[src/rtl/lsu_pkg.sv]
// Shared definitions for the load/store unit: access-size encoding, the
// controller state enum and the alignment rule.
package lsu_pkg;

  localparam logic [1:0] SZ_BYTE = 2'd0;
  localparam logic [1:0] SZ_HALF = 2'd1;
  localparam logic [1:0] SZ_WORD = 2'd2;

  typedef enum logic [1:0] {
    IDLE  = 2'd0,
    READ  = 2'd1,
    WRITE = 2'd2,
    RESP  = 2'd3
  } lsu_state_e;

  // True when the access cannot be served; size 3 is reserved and always faults.
  function automatic logic is_misaligned(input logic [1:0] size, input logic [1:0] off);
    logic mis;
    case (size)
      SZ_BYTE: mis = 1'b0;
      SZ_HALF: mis = off[0];
      SZ_WORD: mis = (off != 2'd0);
      default: mis = 1'b1;
    endcase
    return mis;
  endfunction

endpackage

[src/rtl/lsu_lane.sv]
// Big-endian lane handling for the load/store unit (combinational).
//   word_i     : 32-bit memory word (buffered copy)
//   size_i     : access size, offset_i : byte offset within the word
//   unsigned_i : zero-extend (1) or sign-extend (0) loads
//   wdata_i    : right-justified store data
//   ext_o      : addressed lane, extended to 32 bits
//   merge_o    : word_i with the addressed lane replaced by store data
module lsu_lane
  import lsu_pkg::*;
(
  input  logic [31:0] word_i,
  input  logic [1:0]  size_i,
  input  logic [1:0]  offset_i,
  input  logic        unsigned_i,
  input  logic [31:0] wdata_i,
  output logic [31:0] ext_o,
  output logic [31:0] merge_o
);

  logic [7:0]  byte_lane;
  logic [15:0] half_lane;

  // Lane selection: offset 0 is the most significant byte/half.
  always_comb begin
    byte_lane = 8'h00;
    case (offset_i)
      2'd0: byte_lane = word_i[31:24];
      2'd1: byte_lane = word_i[23:16];
      2'd2: byte_lane = word_i[15:8];
      2'd3: byte_lane = word_i[7:0];
      default: byte_lane = 8'h00;
    endcase
    half_lane = offset_i[1] ? word_i[15:0] : word_i[31:16];
  end

  // Load extension.
  always_comb begin
    ext_o = word_i;
    case (size_i)
      SZ_BYTE: ext_o = unsigned_i ? {24'h000000, byte_lane} : {{24{byte_lane[7]}}, byte_lane};
      SZ_HALF: ext_o = unsigned_i ? {16'h0000, half_lane} : {{16{half_lane[15]}}, half_lane};
      default: ext_o = word_i;
    endcase
  end

  // Store merge: read-modify-write for sub-word stores, pass-through for words.
  always_comb begin
    merge_o = word_i;
    case (size_i)
      SZ_BYTE: begin
        case (offset_i)
          2'd0: merge_o[31:24] = wdata_i[7:0];
          2'd1: merge_o[23:16] = wdata_i[7:0];
          2'd2: merge_o[15:8]  = wdata_i[7:0];
          2'd3: merge_o[7:0]   = wdata_i[7:0];
          default: merge_o = word_i;
        endcase
      end
      SZ_HALF: begin
        if (offset_i[1]) merge_o[15:0]  = wdata_i[15:0];
        else             merge_o[31:16] = wdata_i[15:0];
      end
      default: merge_o = wdata_i;
    endcase
  end

endmodule

[src/rtl/load_store_unit.sv]
// Load/store unit: accepts one byte/half/word access at a time from the core,
// faults misaligned accesses, performs read-modify-write for sub-word stores
// against a word-wide memory with asynchronous read, and returns a one-cycle
// response.
//   clk, rst                       : clock, synchronous active-high reset
//   req_valid/req_ready            : request handshake (ready only in IDLE)
//   req_we/size/unsigned/addr/wdata: access description
//   resp_valid/rdata/misalign      : one-cycle completion, data zero unless valid
//   mem_we/mem_a/mem_d/mem_q       : word-addressed data memory port
module load_store_unit
  import lsu_pkg::*;
#(
  parameter int unsigned ADDR_W = 6
) (
  input  logic              clk,
  input  logic              rst,
  input  logic              req_valid,
  output logic              req_ready,
  input  logic              req_we,
  input  logic [1:0]        req_size,
  input  logic              req_unsigned,
  input  logic [31:0]       req_addr,
  input  logic [31:0]       req_wdata,
  output logic              resp_valid,
  output logic [31:0]       resp_rdata,
  output logic              resp_misalign,
  output logic              mem_we,
  output logic [ADDR_W-1:0] mem_a,
  output logic [31:0]       mem_d,
  input  logic [31:0]       mem_q
);

  lsu_state_e        state_q;
  logic              we_q;
  logic [1:0]        size_q;
  logic              uns_q;
  logic [ADDR_W+1:0] addr_q;
  logic [31:0]       wdata_q;
  logic              mis_q;
  logic [31:0]       buf_q;

  logic [31:0]       lane_ext;
  logic [31:0]       lane_merge;
  logic              req_mis;

  // Address bits above the memory window are deliberately ignored.
  logic              unused_addr_hi;
  assign unused_addr_hi = ^req_addr[31:ADDR_W+2];

  assign req_mis = is_misaligned(req_size, req_addr[1:0]);

  // Controller and request/buffer registers.
  always_ff @(posedge clk) begin
    if (rst) begin
      state_q <= IDLE;
      we_q    <= 1'b0;
      size_q  <= 2'd0;
      uns_q   <= 1'b0;
      addr_q  <= '0;
      wdata_q <= 32'h0;
      mis_q   <= 1'b0;
      buf_q   <= 32'h0;
    end else begin
      case (state_q)
        IDLE: begin
          if (req_valid) begin
            we_q    <= req_we;
            size_q  <= req_size;
            uns_q   <= req_unsigned;
            addr_q  <= req_addr[ADDR_W+1:0];
            wdata_q <= req_wdata;
            mis_q   <= req_mis;
            if (req_mis)                            state_q <= RESP;
            else if (req_we && req_size == SZ_WORD) state_q <= WRITE;
            else                                    state_q <= READ;
          end
        end
        READ: begin
          buf_q   <= mem_q;
          state_q <= we_q ? WRITE : RESP;
        end
        WRITE:   state_q <= RESP;
        RESP:    state_q <= IDLE;
        default: state_q <= IDLE;
      endcase
    end
  end

  lsu_lane u_lane (
    .word_i     (buf_q),
    .size_i     (size_q),
    .offset_i   (addr_q[1:0]),
    .unsigned_i (uns_q),
    .wdata_i    (wdata_q),
    .ext_o      (lane_ext),
    .merge_o    (lane_merge)
  );

  // Outputs decode the state register; rst gates them so nothing leaks during
  // the first reset cycle before the registers clear.
  assign req_ready     = (state_q == IDLE) && !rst;
  assign resp_valid    = (state_q == RESP) && !rst;
  assign resp_misalign = resp_valid && mis_q;
  assign resp_rdata    = (resp_valid && !we_q && !mis_q) ? lane_ext : 32'h0;
  assign mem_we        = (state_q == WRITE) && !rst;
  assign mem_d         = mem_we ? lane_merge : 32'h0;
  assign mem_a         = rst ? '0 : addr_q[ADDR_W+1:2];

endmodule

[config.mk]
export PLATFORM = sky130hd
export DESIGN_NAME = load_store_unit
export DESIGN_NICKNAME = d
export VERILOG_FILES = /design/src/rtl/lsu_pkg.sv /design/src/rtl/lsu_lane.sv /design/src/rtl/load_store_unit.sv
export SDC_FILE = /design/constraint.sdc
export NUM_CORES = 1
export LEC_CHECK = 0
export CAP_MARGIN = 20
export CORE_MARGIN = 2
export CORE_UTILIZATION = 40
export DETAILED_ROUTE_END_ITERATION = 6
export PLACE_DENSITY = 0.75
export SLEW_MARGIN = 10
export SYNTH_ARGS = -nofsm -noshare
export SYNTH_HDL_FRONTEND = slang
export SYNTH_SLANG_ARGS = --single-unit
[constraint.sdc]
create_clock -name clk -period 5.04 [get_ports clk]
set_input_delay 1.008 -clock clk [delete_from_list [all_inputs] [get_ports clk]]
set_output_delay 1.008 -clock clk [all_outputs]
set_load 0.005 [all_outputs]
* After elaboration in Yosys (flattened, before gate mapping)
Cells that the tools add are included.
** Storage, ports and cells
- Output and inout port bits :: 74
- Bits in registers :: 79
** Operators by class
- Reduce and logical (&&, ||, !) cells :: 16
- Equal/unequal tests :: 10
- Mux-type cells :: 21
** Operators with widths (number)
- $mux W32 :: 4
- $pmux W32 S2 :: 2
- $mux W16 :: 3
- $mux W8 :: 4
- $pmux W8 S4 :: 1
- $eq A2 B2 Y1 const B :: 5
- $eq A2 B1 Y1 const B :: 4
- $logic_not A2 Y1 :: 4
- $pmux W2 S4 :: 1
- $logic_and A1 B1 Y1 :: 7
- $mux W2 :: 3
- $mux W6 :: 1
- $logic_not A1 Y1 :: 3
- $pmux W1 S3 :: 1
- $ne A2 B2 Y1 const B :: 1
- $reduce_and A2 Y1 :: 1
- $reduce_bool A2 Y1 :: 1
- $mux W1 :: 1

* Depth between registers and ports, before layout
- Word-level depth :: 6
- Depth in mapped cells :: 7
- Gate-level depth less buffers :: 6

* Cells and area by module
From an unflattened synthesis, not the netlist that was laid out.
** Second synthesis, totals
- Cell total of the unflattened synthesis :: 644
- Area, all modules :: 5149.9 µm²
** Modules (own cells, without submodules)
- load_store_unit :: times used 1, area an instance 3387.0 µm², cells each 406
- lsu_lane :: times used 1, area an instance 1762.9 µm², cells each 238

* Least setup slack after synthesis
OpenSTA, ideal clock, no wires.
- Kind :: input to output
- Start :: in rst
- End :: out resp_rdata[21]
- Stages :: 6
- Path buffers :: 2
- Arrival :: 2046 ps
- Required time :: 4032 ps
- Setup slack :: 1986 ps
- Path through :: buf_2 nor2b_2 nand2_1 nor2_1 buf_2 a21o_1
** Between the ends
- Word-level cells in the longest chain between the ends :: 5
** RTL lines
- start: declaration :: RTL line load_store_unit.sv:16 : input logic rst,
- $logic_not A1 Y1 :: RTL line load_store_unit.sv:102 : assign resp_valid = (state_q == RESP) && !rst;
- $logic_and A1 B1 Y1 :: RTL line load_store_unit.sv:102
- via resp_valid :: RTL line load_store_unit.sv:24 : output logic resp_valid,
- $logic_and A1 B1 Y1 (2 in a row) :: RTL line load_store_unit.sv:104 : assign resp_rdata = (resp_valid && !we_q && !mis_q) ? lane_ext : 32'h0;
- $mux W32 :: RTL line load_store_unit.sv:104
- end: declaration :: RTL line load_store_unit.sv:25 : output logic [31:0] resp_rdata,
The timed path passes the listed nets, and every way through them passes these cells.

* Final worst setup path
- Start :: reg size_q[0]
- End :: out mem_d[12]
** Between the ends
- Word-level cells in the longest chain between the ends :: 3
** RTL lines
- start: declaration :: RTL line load_store_unit.sv:35 : logic [1:0] size_q;
- start signal: assignment :: RTL line load_store_unit.sv:68 : size_q <= req_size;
- $eq A2 B1 Y1 / $logic_not A2 Y1 (equally long branches) :: RTL line lsu_lane.sv:49 : case (size_i)
- $pmux W32 S2 * :: RTL line lsu_lane.sv:49
- $mux W32 * :: RTL line load_store_unit.sv:106 : assign mem_d = mem_we ? lane_merge : 32'h0;
- end: declaration :: RTL line load_store_unit.sv:29 : output logic [31:0] mem_d,
Mark *: on every way between the ends. The rest lies on a longest branch, timed or not.

==> impl_metrics.env <==
export IMPL_status="finished clean"
export IMPL_grt_pass1_wl_um=22500
export IMPL_grt_max_degree=87
export IMPL_cts_sinks=79
export IMPL_async_reset_ff_frac=0
export IMPL_die_area_mm2=0.0120
export IMPL_synthAdderAreaFrac=0.0141
export IMPL_finalSetupViolCount=0
export IMPL_synth_most_common_cell="nand2_1"
export IMPL_post_dp_hpwl_um=10600
export IMPL_drc=0
export IMPL_setup_tns_ns=0
export IMPL_fin_skew_ns=0.0184
export IMPL_grt_antenna_before_repair=0
export IMPL_ys_top_cells_by_area="dfxtp_1 36%, nand2_1 9.9%, mux2i_1 9.0%"
export IMPL_synth_cell_types=40
export IMPL_leakage_uw=0.00248
export IMPL_drive_gt1_frac=0.0701
export IMPL_synth_seq_cells=79
export IMPL_n_fill_cell=1000
export IMPL_viasPerCell=5.45
export IMPL_critPathRequiredTime_ns=4.03
export IMPL_synth_simple_area_share=0.228
export IMPL_netlist_instances=571
export IMPL_numPortBuffers=152
export IMPL_grt_pass1_vias=4500
export IMPL_rsz0062_at_grt="no"
export IMPL_placed_cell_area_mm2=0.00598
export IMPL_synth_mux_area_fraction=0.138
export IMPL_antenna_cells=0
export IMPL_max_cap_viol_count=0
export IMPL_yosys_area_top_type="dfxtp_1"
export IMPL_cts_hold_buf=0
export IMPL_cts_tree="done"
export IMPL_clock_fmax_mhz=243
export IMPL_gp_congestion=0.908
export IMPL_ys_seq_area_frac=0.355
export IMPL_insertion_delay_ns=0.37
export IMPL_grt_use_total=0.245
export IMPL_io_pins=177
export IMPL_cts_buffers=9
export IMPL_syn_to_final_growth_pct=39.2
export IMPL_clk_pin_slew_ns=0.08
export IMPL_final_min_clock_period_ns=4.11
export IMPL_ant_nets=0
export IMPL_crit_fanout=33
export IMPL_vias=4572
export IMPL_synth_top_family_by_area="simple AND/OR/NAND/NOR gates"
export IMPL_synth_fp_nets=679
export IMPL_tightestPinTransition_ns=1.05
export IMPL_nNetsFinal=802
export IMPL_ys_warnings_count=0
export IMPL_post_cts_buffers=0
export IMPL_synth_top_area_frac=0.355
export IMPL_synth_avg_cell_area_um2=7.79
export IMPL_cts_root_buf="clkbuf_8"
export IMPL_pwr_density_cell_mw_per_mm2=390
export IMPL_hold_path_class="register to register"
export IMPL_htreeDepth=3
export IMPL_routed_wl_um=14600
export IMPL_grt_overflow=0
export IMPL_start_kind="register"
export IMPL_rows=38
export IMPL_initial_core_util=0.410
export IMPL_multi_input_area_mm2=0.00264
export IMPL_synth_xor_area_frac=0
export IMPL_crit_type="register to output pin"
export IMPL_irDropWorstVdd_mv=0.196
export IMPL_die_height_um=109
export IMPL_cts_resized=0
export IMPL_arrival_ns=3.11
export IMPL_drt_wirelength_per_cell_um=17.4
export IMPL_period_share=0.816
export IMPL_synth_compound_area_frac=0.213
export IMPL_core_area_mm2=0.0108
export IMPL_drv_slew=0
export IMPL_dr_pass1_iters=7
export IMPL_synth_edf_count=0
export IMPL_synth_main_ff_cell="dfxtp_1"
export IMPL_die_w_um=109
export IMPL_slew_headroom=0.296
export IMPL_synth_commonest_cells="117 x nand2_1, 79 x a21oi_1, 79 x dfxtp_1"
export IMPL_design_area_mm2=0.00619
export IMPL_ff_latch_area_mm2=0.00158
export IMPL_cts_max_path_buffers=2
export IMPL_whs_ns=0.456
export IMPL_setup_worst_path_end_class="output pin"
export IMPL_hold_violations=0
export IMPL_drt_iter0_drc=447
export IMPL_syn_cell_area_mm2=0.00445
==> layer usage <==
layer  track usage  routed length (um)  share of wire
met1         0.332                6550           0.45
met4         0.121                 489          0.034
met5             0                   0              0
met3        0.0385                1020          0.070
met2         0.377                6510           0.45
==> cells by family after synthesis <==
| group | Yosys count |
|---|---|
| buffers and inverters | 53 |
| muxes | 58 |
| and+or+nand+nor | 233 |
| adders and majority gates | 5 |
| AOI/OAI and AO/OA | 143 |
| DFF | 79 |
==> cells in the final DEF (no fill, tap or decap), drive strengths merged <==
cell type,Yosys,final
mux2i,41,41
o21bai,1,1
a2bb2oi,8,8
or2,4,4
a222oi,16,16
nor3b,8,8
a311oi,1,1
clkbuf,32,10
nand2b,5,5
a21o,17,17
o211a,8,8
mux2,17,17
clkdlybuf4s50,0,151
bufinv,0,1
a211oi,9,9
buf,16,9
a22o,1,1
nor2b,9,9
inv,3,4
a21oi,79,79
nor4,2,2
nor2,71,71
nand4,1,1
and2,11,11
nor3,4,4
a31oi,1,1
nand3b,1,1
o21ai,1,1
clkinvlp,0,2
nand2,117,117
clkinv,2,4
dfxtp,79,79
o311ai,1,1
ha,5,5
==> through the flow <==
step	std cells	utilization	setup slack, ns	total power, uW
after global placement	822	0.552	1.14	1890
final	839	0.571	0.926	2410
after global routing	839	0.571	0.732	2550
after floorplan	571	-	1.99	1600
after CTS	838	0.571	0.973	2400
after detailed placement	822	0.552	1.08	1930
==> flip-flops by register name (all words and copies together) (netlist names) <==
| signal | flops |
|---|---|
| we_q | 1 |
| size_q | 2 |
| uns_q | 1 |
| addr_q | 8 |
| mis_q | 1 |
| wdata_q | 32 |
| buf_q | 32 |
| state_q | 2 |
==> final timing paths <==
| path | slack, ns | end | cells past startpoint | startpoint |
|---|---|---|---|---|
| max | 0.93 | mem_d[12] | 5 | size_q[0] |
| min reg2reg | 0.46 | addr_q[2] | 2 | addr_q[2] |
| max reg2reg | 3.07 | state_q[0] | 5 | state_q[1] |
| min | 0.46 | addr_q[2] | 2 | addr_q[2] |
==> final cells by class <==
class                   instances  area share
multi-input cells             439       0.426
flip-flops and latches         79       0.255
repair buffers                160       0.254
well taps                     140      0.0283
clock buffers                  10      0.0222
clock inverters                 6      0.0109
inverters                       5     0.00303
==> report_power, final <==
| part | internal [uW] | leakage (uW) | switching (uW) |
|---|---|---|---|
| combinational | 456 | 0.00174 | 513 |
| sequential | 760 | 0.000646 | 198 |
| clock | 244 | 0.0000989 | 241 |
| total | 1460 | 0.00248 | 953 |
==> worst max-delay path, cell delays in order, from the launching register on <==
cell,delay (ns)
dfxtp_1,1.02
nand2_1,0.41
nand2_1,0.37
a222oi_1,0.11
nor2_1,0.27
clkdlybuf4s50_1,0.56
(Power assumes the default switching activity.)
